File: src/rtl/v_issue_pkg.sv
// rtl/v_issue_pkg.sv - shared opcodes, entry type and vector-instruction decode helper
package v_issue_pkg;

    localparam logic [6:0] OPC_OP_V    = 7'b1010111;
    localparam logic [6:0] OPC_V_LOAD  = 7'b0000111;
    localparam logic [6:0] OPC_V_STORE = 7'b0100111;

    // Width codes 000/101/110/111 mark the vector forms of LOAD-FP/STORE-FP;
    // the remaining codes belong to scalar FP loads/stores and must not be queued.
    localparam logic [2:0] VMEM_W_8  = 3'b000;
    localparam logic [2:0] VMEM_W_16 = 3'b101;
    localparam logic [2:0] VMEM_W_32 = 3'b110;
    localparam logic [2:0] VMEM_W_64 = 3'b111;

    localparam int ISSUE_INSTR_W = 32;
    localparam int ISSUE_DATA_W  = 32;

    typedef struct packed {
        logic [ISSUE_INSTR_W-1:0] instr;
        logic [ISSUE_DATA_W-1:0]  rs1;
        logic [ISSUE_DATA_W-1:0]  rs2;
        logic                     is_ld;
        logic                     is_st;
    } issue_entry_t;

    function automatic logic is_vmem_width(input logic [2:0] width);
        return (width == VMEM_W_8) || (width == VMEM_W_16) ||
               (width == VMEM_W_32) || (width == VMEM_W_64);
    endfunction

    function automatic logic is_vector_instr(input logic [6:0] opcode, input logic [2:0] width);
        return (opcode == OPC_OP_V) ||
               (((opcode == OPC_V_LOAD) || (opcode == OPC_V_STORE)) && is_vmem_width(width));
    endfunction

endpackage

File: src/rtl/v_issue_fifo_if.sv
// rtl/v_issue_fifo_if.sv - scalar-to-vector issue queue signal bundle
interface v_issue_fifo_if #(
    parameter int INSTR_W = 32,
    parameter int DATA_W  = 32
);
    logic [INSTR_W-1:0] s_instr_i;
    logic [DATA_W-1:0]  s_rs1_i;
    logic [DATA_W-1:0]  s_rs2_i;
    logic               s_stall_o;
    logic [INSTR_W-1:0] v_instr_o;
    logic [DATA_W-1:0]  v_rs1_o;
    logic [DATA_W-1:0]  v_rs2_o;
    logic               v_stall_i;
    logic               v_loads_pending_o;
    logic               v_stores_pending_o;

    // Core side: scalar core issues, vector core consumes.
    modport master (
        output s_instr_i, s_rs1_i, s_rs2_i, v_stall_i,
        input  s_stall_o, v_instr_o, v_rs1_o, v_rs2_o, v_loads_pending_o, v_stores_pending_o
    );

    // Queue side.
    modport slave (
        input  s_instr_i, s_rs1_i, s_rs2_i, v_stall_i,
        output s_stall_o, v_instr_o, v_rs1_o, v_rs2_o, v_loads_pending_o, v_stores_pending_o
    );
endinterface

File: src/rtl/v_instr_classify.sv
// rtl/v_instr_classify.sv - combinational decode of vector / vector-load / vector-store
module v_instr_classify
    import v_issue_pkg::*;
(
    input  logic [6:0] opcode,
    input  logic [2:0] width,
    output logic       is_v,
    output logic       is_ld,
    output logic       is_st
);

    // Loads and stores are only flagged when the width code marks them as vector ops.
    always_comb begin
        is_v  = is_vector_instr(opcode, width);
        is_ld = is_v && (opcode == OPC_V_LOAD);
        is_st = is_v && (opcode == OPC_V_STORE);
    end

endmodule

File: src/rtl/v_issue_fifo.sv
// rtl/v_issue_fifo.sv - in-order vector issue queue between scalar and vector cores
module v_issue_fifo
    import v_issue_pkg::*;
#(
    parameter int DEPTH   = 4,
    parameter int INSTR_W = ISSUE_INSTR_W,
    parameter int DATA_W  = ISSUE_DATA_W
) (
    input  logic                   clk,
    input  logic                   rstn,
    input  logic                   ce,
    v_issue_fifo_if.slave          bus,
    output logic [$clog2(DEPTH):0] count_o
);

    localparam int PW = $clog2(DEPTH);
    localparam int CW = PW + 1;
    localparam logic [CW-1:0] CNT_FULL = CW'(DEPTH);
    localparam logic [CW-1:0] CNT_ONE  = CW'(1);
    localparam logic [PW-1:0] PTR_ONE  = PW'(1);

    issue_entry_t       mem [DEPTH];
    issue_entry_t       wr_entry;
    issue_entry_t       head;
    logic [INSTR_W-1:0] head_instr;
    logic [DATA_W-1:0]  head_rs1;
    logic [DATA_W-1:0]  head_rs2;

    logic [PW-1:0] rd_ptr;
    logic [PW-1:0] wr_ptr;
    logic [CW-1:0] count;
    logic [CW-1:0] ld_cnt;
    logic [CW-1:0] st_cnt;

    logic is_v;
    logic is_ld;
    logic is_st;
    logic full;
    logic empty;
    logic push;
    logic pop;

    v_instr_classify u_classify (
        .opcode (bus.s_instr_i[6:0]),
        .width  (bus.s_instr_i[14:12]),
        .is_v   (is_v),
        .is_ld  (is_ld),
        .is_st  (is_st)
    );

    // Handshake decisions; full uses the registered count, so a pop never frees a slot for the same cycle.
    always_comb begin
        full  = (count == CNT_FULL);
        empty = (count == '0);
        push  = ce && is_v && !full;
        pop   = ce && !empty && !bus.v_stall_i;
    end

    // Assemble the entry to be written from the scalar core's issue port.
    always_comb begin
        wr_entry.instr = bus.s_instr_i;
        wr_entry.rs1   = bus.s_rs1_i;
        wr_entry.rs2   = bus.s_rs2_i;
        wr_entry.is_ld = is_ld;
        wr_entry.is_st = is_st;
    end

    // Entry storage; contents are qualified by count, so no reset is needed.
    always_ff @(posedge clk) begin
        if (push) begin
            mem[wr_ptr] <= wr_entry;
        end
    end

    // Pointers and occupancy; simultaneous push and pop keeps count while both pointers step.
    always_ff @(posedge clk or negedge rstn) begin
        if (!rstn) begin
            rd_ptr <= '0;
            wr_ptr <= '0;
            count  <= '0;
        end else begin
            if (push) begin
                wr_ptr <= wr_ptr + PTR_ONE;
            end
            if (pop) begin
                rd_ptr <= rd_ptr + PTR_ONE;
            end
            case ({push, pop})
                2'b10:   count <= count + CNT_ONE;
                2'b01:   count <= count - CNT_ONE;
                default: count <= count;
            endcase
        end
    end

    // Outstanding vector load/store counters feeding the scalar memory fence.
    always_ff @(posedge clk or negedge rstn) begin
        if (!rstn) begin
            ld_cnt <= '0;
            st_cnt <= '0;
        end else begin
            case ({push && is_ld, pop && head.is_ld})
                2'b10:   ld_cnt <= ld_cnt + CNT_ONE;
                2'b01:   ld_cnt <= ld_cnt - CNT_ONE;
                default: ld_cnt <= ld_cnt;
            endcase
            case ({push && is_st, pop && head.is_st})
                2'b10:   st_cnt <= st_cnt + CNT_ONE;
                2'b01:   st_cnt <= st_cnt - CNT_ONE;
                default: st_cnt <= st_cnt;
            endcase
        end
    end

    // Head presentation; an empty queue shows the all-zero bubble the vector core ignores.
    always_comb begin
        head       = mem[rd_ptr];
        head_instr = empty ? '0 : head.instr;
        head_rs1   = empty ? '0 : head.rs1;
        head_rs2   = empty ? '0 : head.rs2;
    end

    // Outputs; s_stall_o deliberately ignores v_stall_i to avoid a combinational path between the cores.
    always_comb begin
        bus.v_instr_o          = head_instr;
        bus.v_rs1_o            = head_rs1;
        bus.v_rs2_o            = head_rs2;
        bus.s_stall_o          = full && is_v;
        bus.v_loads_pending_o  = (ld_cnt != '0);
        bus.v_stores_pending_o = (st_cnt != '0);
        count_o                = count;
    end

endmodule

File: src/flat_wrapper.sv
// flat-port wrapper written by rule: the top's interface ports become plain ports
module v_issue_fifo_flat import v_issue_pkg::*;
#(
    parameter int DEPTH   = 4,
    parameter int INSTR_W = ISSUE_INSTR_W,
    parameter int DATA_W  = ISSUE_DATA_W
)
  (clk, rstn, ce, count_o, bus_s_instr_i, bus_s_rs1_i, bus_s_rs2_i, bus_v_stall_i, bus_s_stall_o, bus_v_instr_o, bus_v_rs1_o, bus_v_rs2_o, bus_v_loads_pending_o, bus_v_stores_pending_o);
  v_issue_fifo_if #(.INSTR_W(INSTR_W), .DATA_W(DATA_W)) bus_i ();
  input  logic clk;
  input  logic rstn;
  input  logic ce;
  output logic [$clog2(DEPTH):0] count_o;
  input wire logic [$bits(bus_i.s_instr_i)-1:0] bus_s_instr_i;
  input wire logic [$bits(bus_i.s_rs1_i)-1:0] bus_s_rs1_i;
  input wire logic [$bits(bus_i.s_rs2_i)-1:0] bus_s_rs2_i;
  input wire logic [$bits(bus_i.v_stall_i)-1:0] bus_v_stall_i;
  output wire logic [$bits(bus_i.s_stall_o)-1:0] bus_s_stall_o;
  output wire logic [$bits(bus_i.v_instr_o)-1:0] bus_v_instr_o;
  output wire logic [$bits(bus_i.v_rs1_o)-1:0] bus_v_rs1_o;
  output wire logic [$bits(bus_i.v_rs2_o)-1:0] bus_v_rs2_o;
  output wire logic [$bits(bus_i.v_loads_pending_o)-1:0] bus_v_loads_pending_o;
  output wire logic [$bits(bus_i.v_stores_pending_o)-1:0] bus_v_stores_pending_o;
  assign bus_i.s_instr_i = bus_s_instr_i;
  assign bus_i.s_rs1_i = bus_s_rs1_i;
  assign bus_i.s_rs2_i = bus_s_rs2_i;
  assign bus_i.v_stall_i = bus_v_stall_i;
  assign bus_s_stall_o = bus_i.s_stall_o;
  assign bus_v_instr_o = bus_i.v_instr_o;
  assign bus_v_rs1_o = bus_i.v_rs1_o;
  assign bus_v_rs2_o = bus_i.v_rs2_o;
  assign bus_v_loads_pending_o = bus_i.v_loads_pending_o;
  assign bus_v_stores_pending_o = bus_i.v_stores_pending_o;
  v_issue_fifo #(.DEPTH(DEPTH), .INSTR_W(INSTR_W), .DATA_W(DATA_W)) u_core (.clk(clk), .rstn(rstn), .ce(ce), .bus(bus_i), .count_o(count_o));
endmodule
File: config.mk
export PLATFORM = sky130hd
export DESIGN_NAME = v_issue_fifo_flat
export DESIGN_NICKNAME = d
export VERILOG_FILES = /design/src/rtl/v_issue_pkg.sv /design/src/rtl/v_issue_fifo_if.sv /design/src/rtl/v_instr_classify.sv /design/src/rtl/v_issue_fifo.sv /design/src/flat_wrapper.sv
export SDC_FILE = /design/constraint.sdc
export NUM_CORES = 1
export LEC_CHECK = 0
export BUFFER_PORTS_ARGS = -buffer_cell sky130_fd_sc_hd__buf_2
export CORE_ASPECT_RATIO = 0.9
export CORE_UTILIZATION = 50
export CTS_BUF_LIST = sky130_fd_sc_hd__clkbuf_2 sky130_fd_sc_hd__clkbuf_4 sky130_fd_sc_hd__clkbuf_8
export CTS_CLUSTER_SIZE = 25
export DETAILED_ROUTE_END_ITERATION = 8
export GPL_TIMING_DRIVEN = 0
export PLACE_DENSITY_LB_ADDON = 0.25
export REMOVE_ABC_BUFFERS = 1
export SYNTH_ARGS = -nofsm -noshare
export SYNTH_HDL_FRONTEND = slang
export SYNTH_SLANG_ARGS = --single-unit
File: constraint.sdc
create_clock -name clk -period 3 [get_ports clk]
set_clock_uncertainty 0.1 [all_clocks]
set_input_delay 0.3 -clock clk [delete_from_list [all_inputs] [get_ports clk]]
set_output_delay 0.3 -clock clk [all_outputs]
set_load 0.1 [all_outputs]
# Word-level counts from Yosys, hierarchy flattened
# Memories as Yosys holds them, arrays and structs flattened.
# Index checks and enable logic that the tools add are counted.
[totals]
latchBits = 0
ram_bits = 392
rom_bits = 0
out_inout_bits = 102
in_bits = 100
n_memories = 1
regBits = 13
[memory_table]
columns = ["name", "words", "word_bits", "rd", "rd_ports_with_merged_regs", "wr", "line_no", "source"]
rows = [
  ["u_core.mem", 4, 98, 1, 0, 1, "v_issue_fifo.sv:22", "issue_entry_t mem [DEPTH];"],
]
[classes]
shift = 0
order_cmp = 0
eq_ne = 13
mul = 0
reduce_logical = 27
bitwise = 0
n_div = 0
mux = 8
add_sub_neg = 8
[ops]
columns = ["cell", "n"]
rows = [
  ["two-way mux 32 bit", 3],
  ["case mux 3 bit (2 select lines)", 3],
  ["equality test 3 bit (second input constant)", 4],
  ["logical AND 1 bit", 12],
  ["adder 3 x 1 -> 3 bit (second input constant)", 3],
  ["subtractor 3 x 1 -> 3 bit (second input constant)", 3],
  ["equality test 7 x 3 -> 1 bit (second input constant)", 1],
  ["equality test 7 x 6 -> 1 bit (second input constant)", 1],
  ["equality test 7 bit (second input constant)", 1],
  ["equality test 2 x 1 -> 1 bit (second input constant)", 3],
  ["equality test 2 bit (second input constant)", 3],
  ["zero test 3 bit", 2],
  ["nonzero test 2 bit", 3],
  ["nonzero test 3 bit", 2],
  ["logical OR 1 bit", 5],
  ["adder 2 x 1 -> 2 bit (second input constant)", 2],
  ["zero test 1 bit", 3],
  ["two-way mux 1 bit", 2],
]

# Depth between registers and ports, before layout
[depth]
depth_word = 11
mapped_depth = 10
ltp_nobuf = 10

# By module
# From an unflattened synthesis, not the netlist that was laid out.
[hier_totals]
cells_unflattened = 696
hier_area_um2 = 15637.5
[modules_own_cells]
columns = ["mod", "instances", "seq_area_each_um2", "cells_each", "area_per_inst_um2"]
rows = [
  ["v_issue_fifo", 1, 12096.6, 687, 15583.7],
  ["v_instr_classify", 1, 0.0, 9, 53.8],
]

# Least setup slack after synthesis
# OpenSTA, ideal clock, no wires.
[synth_path]
kind = "register to output"
startpoint = "reg u_core.count[2], in the netlist u_core.count_o[2]"
endpoint = "out bus_s_stall_o"
t_arrival_ps = 6197
path_stages_with_launch = 3
path_slack_ps = -3597
t_required_ps = 2600
path_buffers = 0
cell_sequence = "dfrtp_1 or3b_2 a2111oi_0"
[synth_via]
elab_chain_cells = 2
[synth_lines]
columns = ["element", "line_no", "source"]
rows = [
  ["start, declared", "v_issue_fifo.sv:31", "logic [CW-1:0] count;"],
  ["start signal, assigned", "v_issue_fifo.sv:89", "2'b10: count <= count + CNT_ONE;"],
  ["start signal, assigned", "v_issue_fifo.sv:90", "2'b01: count <= count - CNT_ONE;"],
  ["start signal, assigned", "v_issue_fifo.sv:91", "default: count <= count;"],
  ["equality test 3 bit", "v_issue_fifo.sv:53", "full = (count == CNT_FULL);"],
  ["logical AND 1 bit", "v_issue_fifo.sv:128", "bus.s_stall_o = full && is_v;"],
  ["end, declared", "flat_wrapper.sv:18", "output wire logic [$bits(bus_i.s_stall_o)-1:0] bus_s_stall_o;"],
]
# Every way passes these cells.

# Final worst setup path
[layout_path]
startpoint = "in bus_s_instr_i[5]"
endpoint = "mem u_core.mem[1][39] (netlist bit) (enable)"
[layout_via]
elab_chain_cells = 8
word_cells_on_any_way = 10
cone_classes = "3 x eq/ne; 2 x mux; 5 x reduce/logical"
[layout_lines]
columns = ["element", "line_no", "source"]
rows = [
  ["start, declared", "flat_wrapper.sv:14", "input wire logic [$bits(bus_i.s_instr_i)-1:0] bus_s_instr_i;"],
  ["equality test 7 x 3 -> 1 bit / equality test 7 x 6 -> 1 bit (equally long branches)", "v_issue_pkg.sv:33", "(((opcode == OPC_V_LOAD) || (opcode == OPC_V_STORE)) && is_vmem_width(width));"],
  ["logical OR 1 bit", "v_issue_pkg.sv:33", ""],
  ["logical AND 1 bit", "v_issue_pkg.sv:33", ""],
  ["logical OR 1 bit *", "v_issue_pkg.sv:32", "return (opcode == OPC_OP_V) ||"],
  ["logical AND 1 bit * (2 in a row)", "v_issue_fifo.sv:55", "push = ce && is_v && !full;"],
  ["two-way mux 1 bit *", "v_issue_fifo.sv:70", "if (push) begin"],
  ["two-way mux 1 bit (implied by the code) *", "v_issue_fifo.sv:71", "mem[wr_ptr] <= wr_entry;"],
  ["end, declared", "v_issue_fifo.sv:22", ""],
]
# Mark *: on every way between the ends. The rest lies on a longest branch, timed or not.

==> run summary <==
Avg Cell Area, Syn: 22.3 um^2
Buffers & Inverters on Critical Path: 3
Initial Util: 50.6%
antenna cells: 0
worst hold path class: input port to flop
Fin Setup TNS: 0 ns
DRT Pass-1 Iters: 5
CTS tree: built
DRT antenna net count: 0
chip height: 170 um
fin crit period: 2.95 ns
status: complete, no violations
CTS Sinks: 405
CTS Buffer Depth: 3
Setup Viol. Count Final: 0
Overflow after GRT: 0
Worst Setup End Kind: flop
Buffers on Ports: 201
share of layout cells above drive strength 1: 39.7%
post-DR wirelength/cell: 19.6 um
DP HPWL: 16300 um
final hold vios: 0
largest net degree at the start of global routing: 58
DR vias/cell: 5.24
global placement routability congestion: 0.686
Gate Count Post-Synth: 700
Setup CP Type: input port to flop
clock latency on the worst-skew pair: 0.59 ns
antenna violations before repair: 0
first-pass GRT wire length: 46000 um
vias in the first global route: 8473
number of synthesized flops with an enable pin: 392
CP top delay family: simple AND/OR/NAND/NOR gates
Top FF cell, synth: edfxtp_1
Vias: 7877
core area: 0.0308 mm^2
CTS clk-pin slew, worst paths: 0.06 ns
IO Pins: 202
DIE AREA: 0.0319 mm^2
Slew headroom: 43.8%
Die W: 188 um
final wirelength: 29400 um
fraction of synthesis flops using an asynchronous set or reset pin: 3.21%
Slowest-stage cell, CP: and2_4
setup slack, reg-to-reg: 0.12 ns
crit start category: input port
Synth cell types: 32
Seq/Total Area, Yosys: 77.5%
#FFs+latches synth: 405
WP data arrival: 3.11 ns
RSZ-0062 raised after global routing: yes
DRC: 0
H-Tree Level Count: 2
Tightest Pin Transition: 0.843 ns
Slew Viols, Final: 0
critical-path cell list: dlygate4sd3_1 -> buf_2 -> or2b_4 -> a2111oi_4 -> and2_4 -> buf_16
most frequent cells in the layout: edfxtp_1, buf_2, dlygate4sd3_1
utilization after layout: 63.8%
First DRT Iteration DRCs: 426
row count: 61
Worst EP required: 3.16 ns
all-layer global routing usage: 18.9%
Root Driver: clkbuf_8
Cell Area, Synth: 0.0156 mm^2
Num CTS Buffers: 61
Layout Nets: 1160
Peak Freq: 339 MHz
Max stage delay on crit path: 0.78 ns
area grow syn2layout: 26.0%
Max-Cap Viols: 0
part of the cycle the worst path needs: 98.4%
commonest non-fill, non-tap cell in the layout: edfxtp_1
CP Max Fanout: 50
Ys Warns: 0
## state kept, by name, summed over array words and instances, names as in the netlist
register	count
u_core.count_o	3
u_core.ld_cnt	3
u_core.mem	392
u_core.rd_ptr	2
u_core.st_cnt	3
u_core.wr_ptr	2
## synthesized netlist by cell type (2+ instances only)
cell	number	share of area, %
and2_2	4	0.19
and2_1	2	0.080
or3_1	2	0.080
nor2_1	5	0.12
buf_2	14	0.45
mux2i_1	3	0.19
nor2b_1	96	3.8
edfxtp_1	392	75
nor3b_1	2	0.096
fa_1	3	0.38
inv_1	12	0.29
nand2_1	3	0.072
xnor2_1	5	0.28
xor2_1	7	0.39
mux4_2	98	14
ha_1	7	0.56
clkbuf_1	18	0.43
dfrtp_1	13	2.1
## routing by layer
metal | GRT usage [%] | vias up | share of wire, %
met5 | 0 | - | 0
met4 | 5.79 | 0 | 1.9
met3 | 3.99 | 58 | 5.8
met2 | 30.6 | 245 | 48
met1 | 26.1 | 4039 | 44
li1 | - | 3535 | -
## through the flow
| step | std cells | worst slack, ns | cell area (um^2) | hold slack [ns] |
|---|---|---|---|---|
| floorplan | 668 | -3.60 | 15500 | -0.0956 |
| global placement | 1278 | -5.60 | 17000 | 0.102 |
| detailed placement | 1290 | -0.155 | 17300 | 0.102 |
| CTS | 1502 | 0.0381 | 19600 | 0.0655 |
| global route | 1502 | -0.0368 | 19700 | 0.0307 |
| finish | 1502 | 0.0483 | 19700 | 0.0745 |
## area by class of cell
| type | instances | area, um^2 |
|---|---|---|
| sequential | 405 | 12100 |
| multi-input combinational | 251 | 3370 |
| clock buffer | 90 | 1100 |
| timing repair buffer | 319 | 2430 |
| inverter | 12 | 45.0 |
| clock inverter | 16 | 121 |
| fill | 2129 | 11200 |
| tap | 409 | 512 |
## cells by family after synthesis
group	count (synthesis)	share of synthesized area, %
flops	405	77.5
buf+inv	44	1.17
compound gates	3	0.312
mux	102	14.4
fa+ha+maj	10	0.945
simple gates	124	5.02
xor+xnor	12	0.673
## worst reg2reg max path: cells and delay by family, from the launching register on
family	cells	cell delay [ns]
AND/OR/NAND/NOR	3	1.09
buffers and inverters	1	0.37
AO/OA/AOI/OAI	1	0.52
flip-flops	1	0.44
## repair_timing
action / in CTS / in global routing
setup buffers: 7 / 0
hold buffers: 99 / 0
pin swaps: 5 / 1
hold endpoints to repair: 399 / 0
resized for setup: 0 / 13
setup endpoints to repair: 302 / 221
## path summary, 6_finish.rpt
kind / from / endpoint / cells past startpoint
worst max-delay path: bus_s_instr_i[5] / u_core.mem[1][39] / 6
max in group asynchronous: rstn / u_core.rd_ptr[0] / 3
worst min-delay path: ce / u_core.wr_ptr[0] / 4
min in group asynchronous: rstn / u_core.count_o[2] / 3
worst min register to register: u_core.st_cnt[2] / u_core.st_cnt[2] / 1
worst max register to register: u_core.count_o[2] / u_core.mem[1][39] / 5
Power is left out: the tool's default activity adds up to more than one toggle a clock period on the data nets, which glitch-free logic cannot reach.
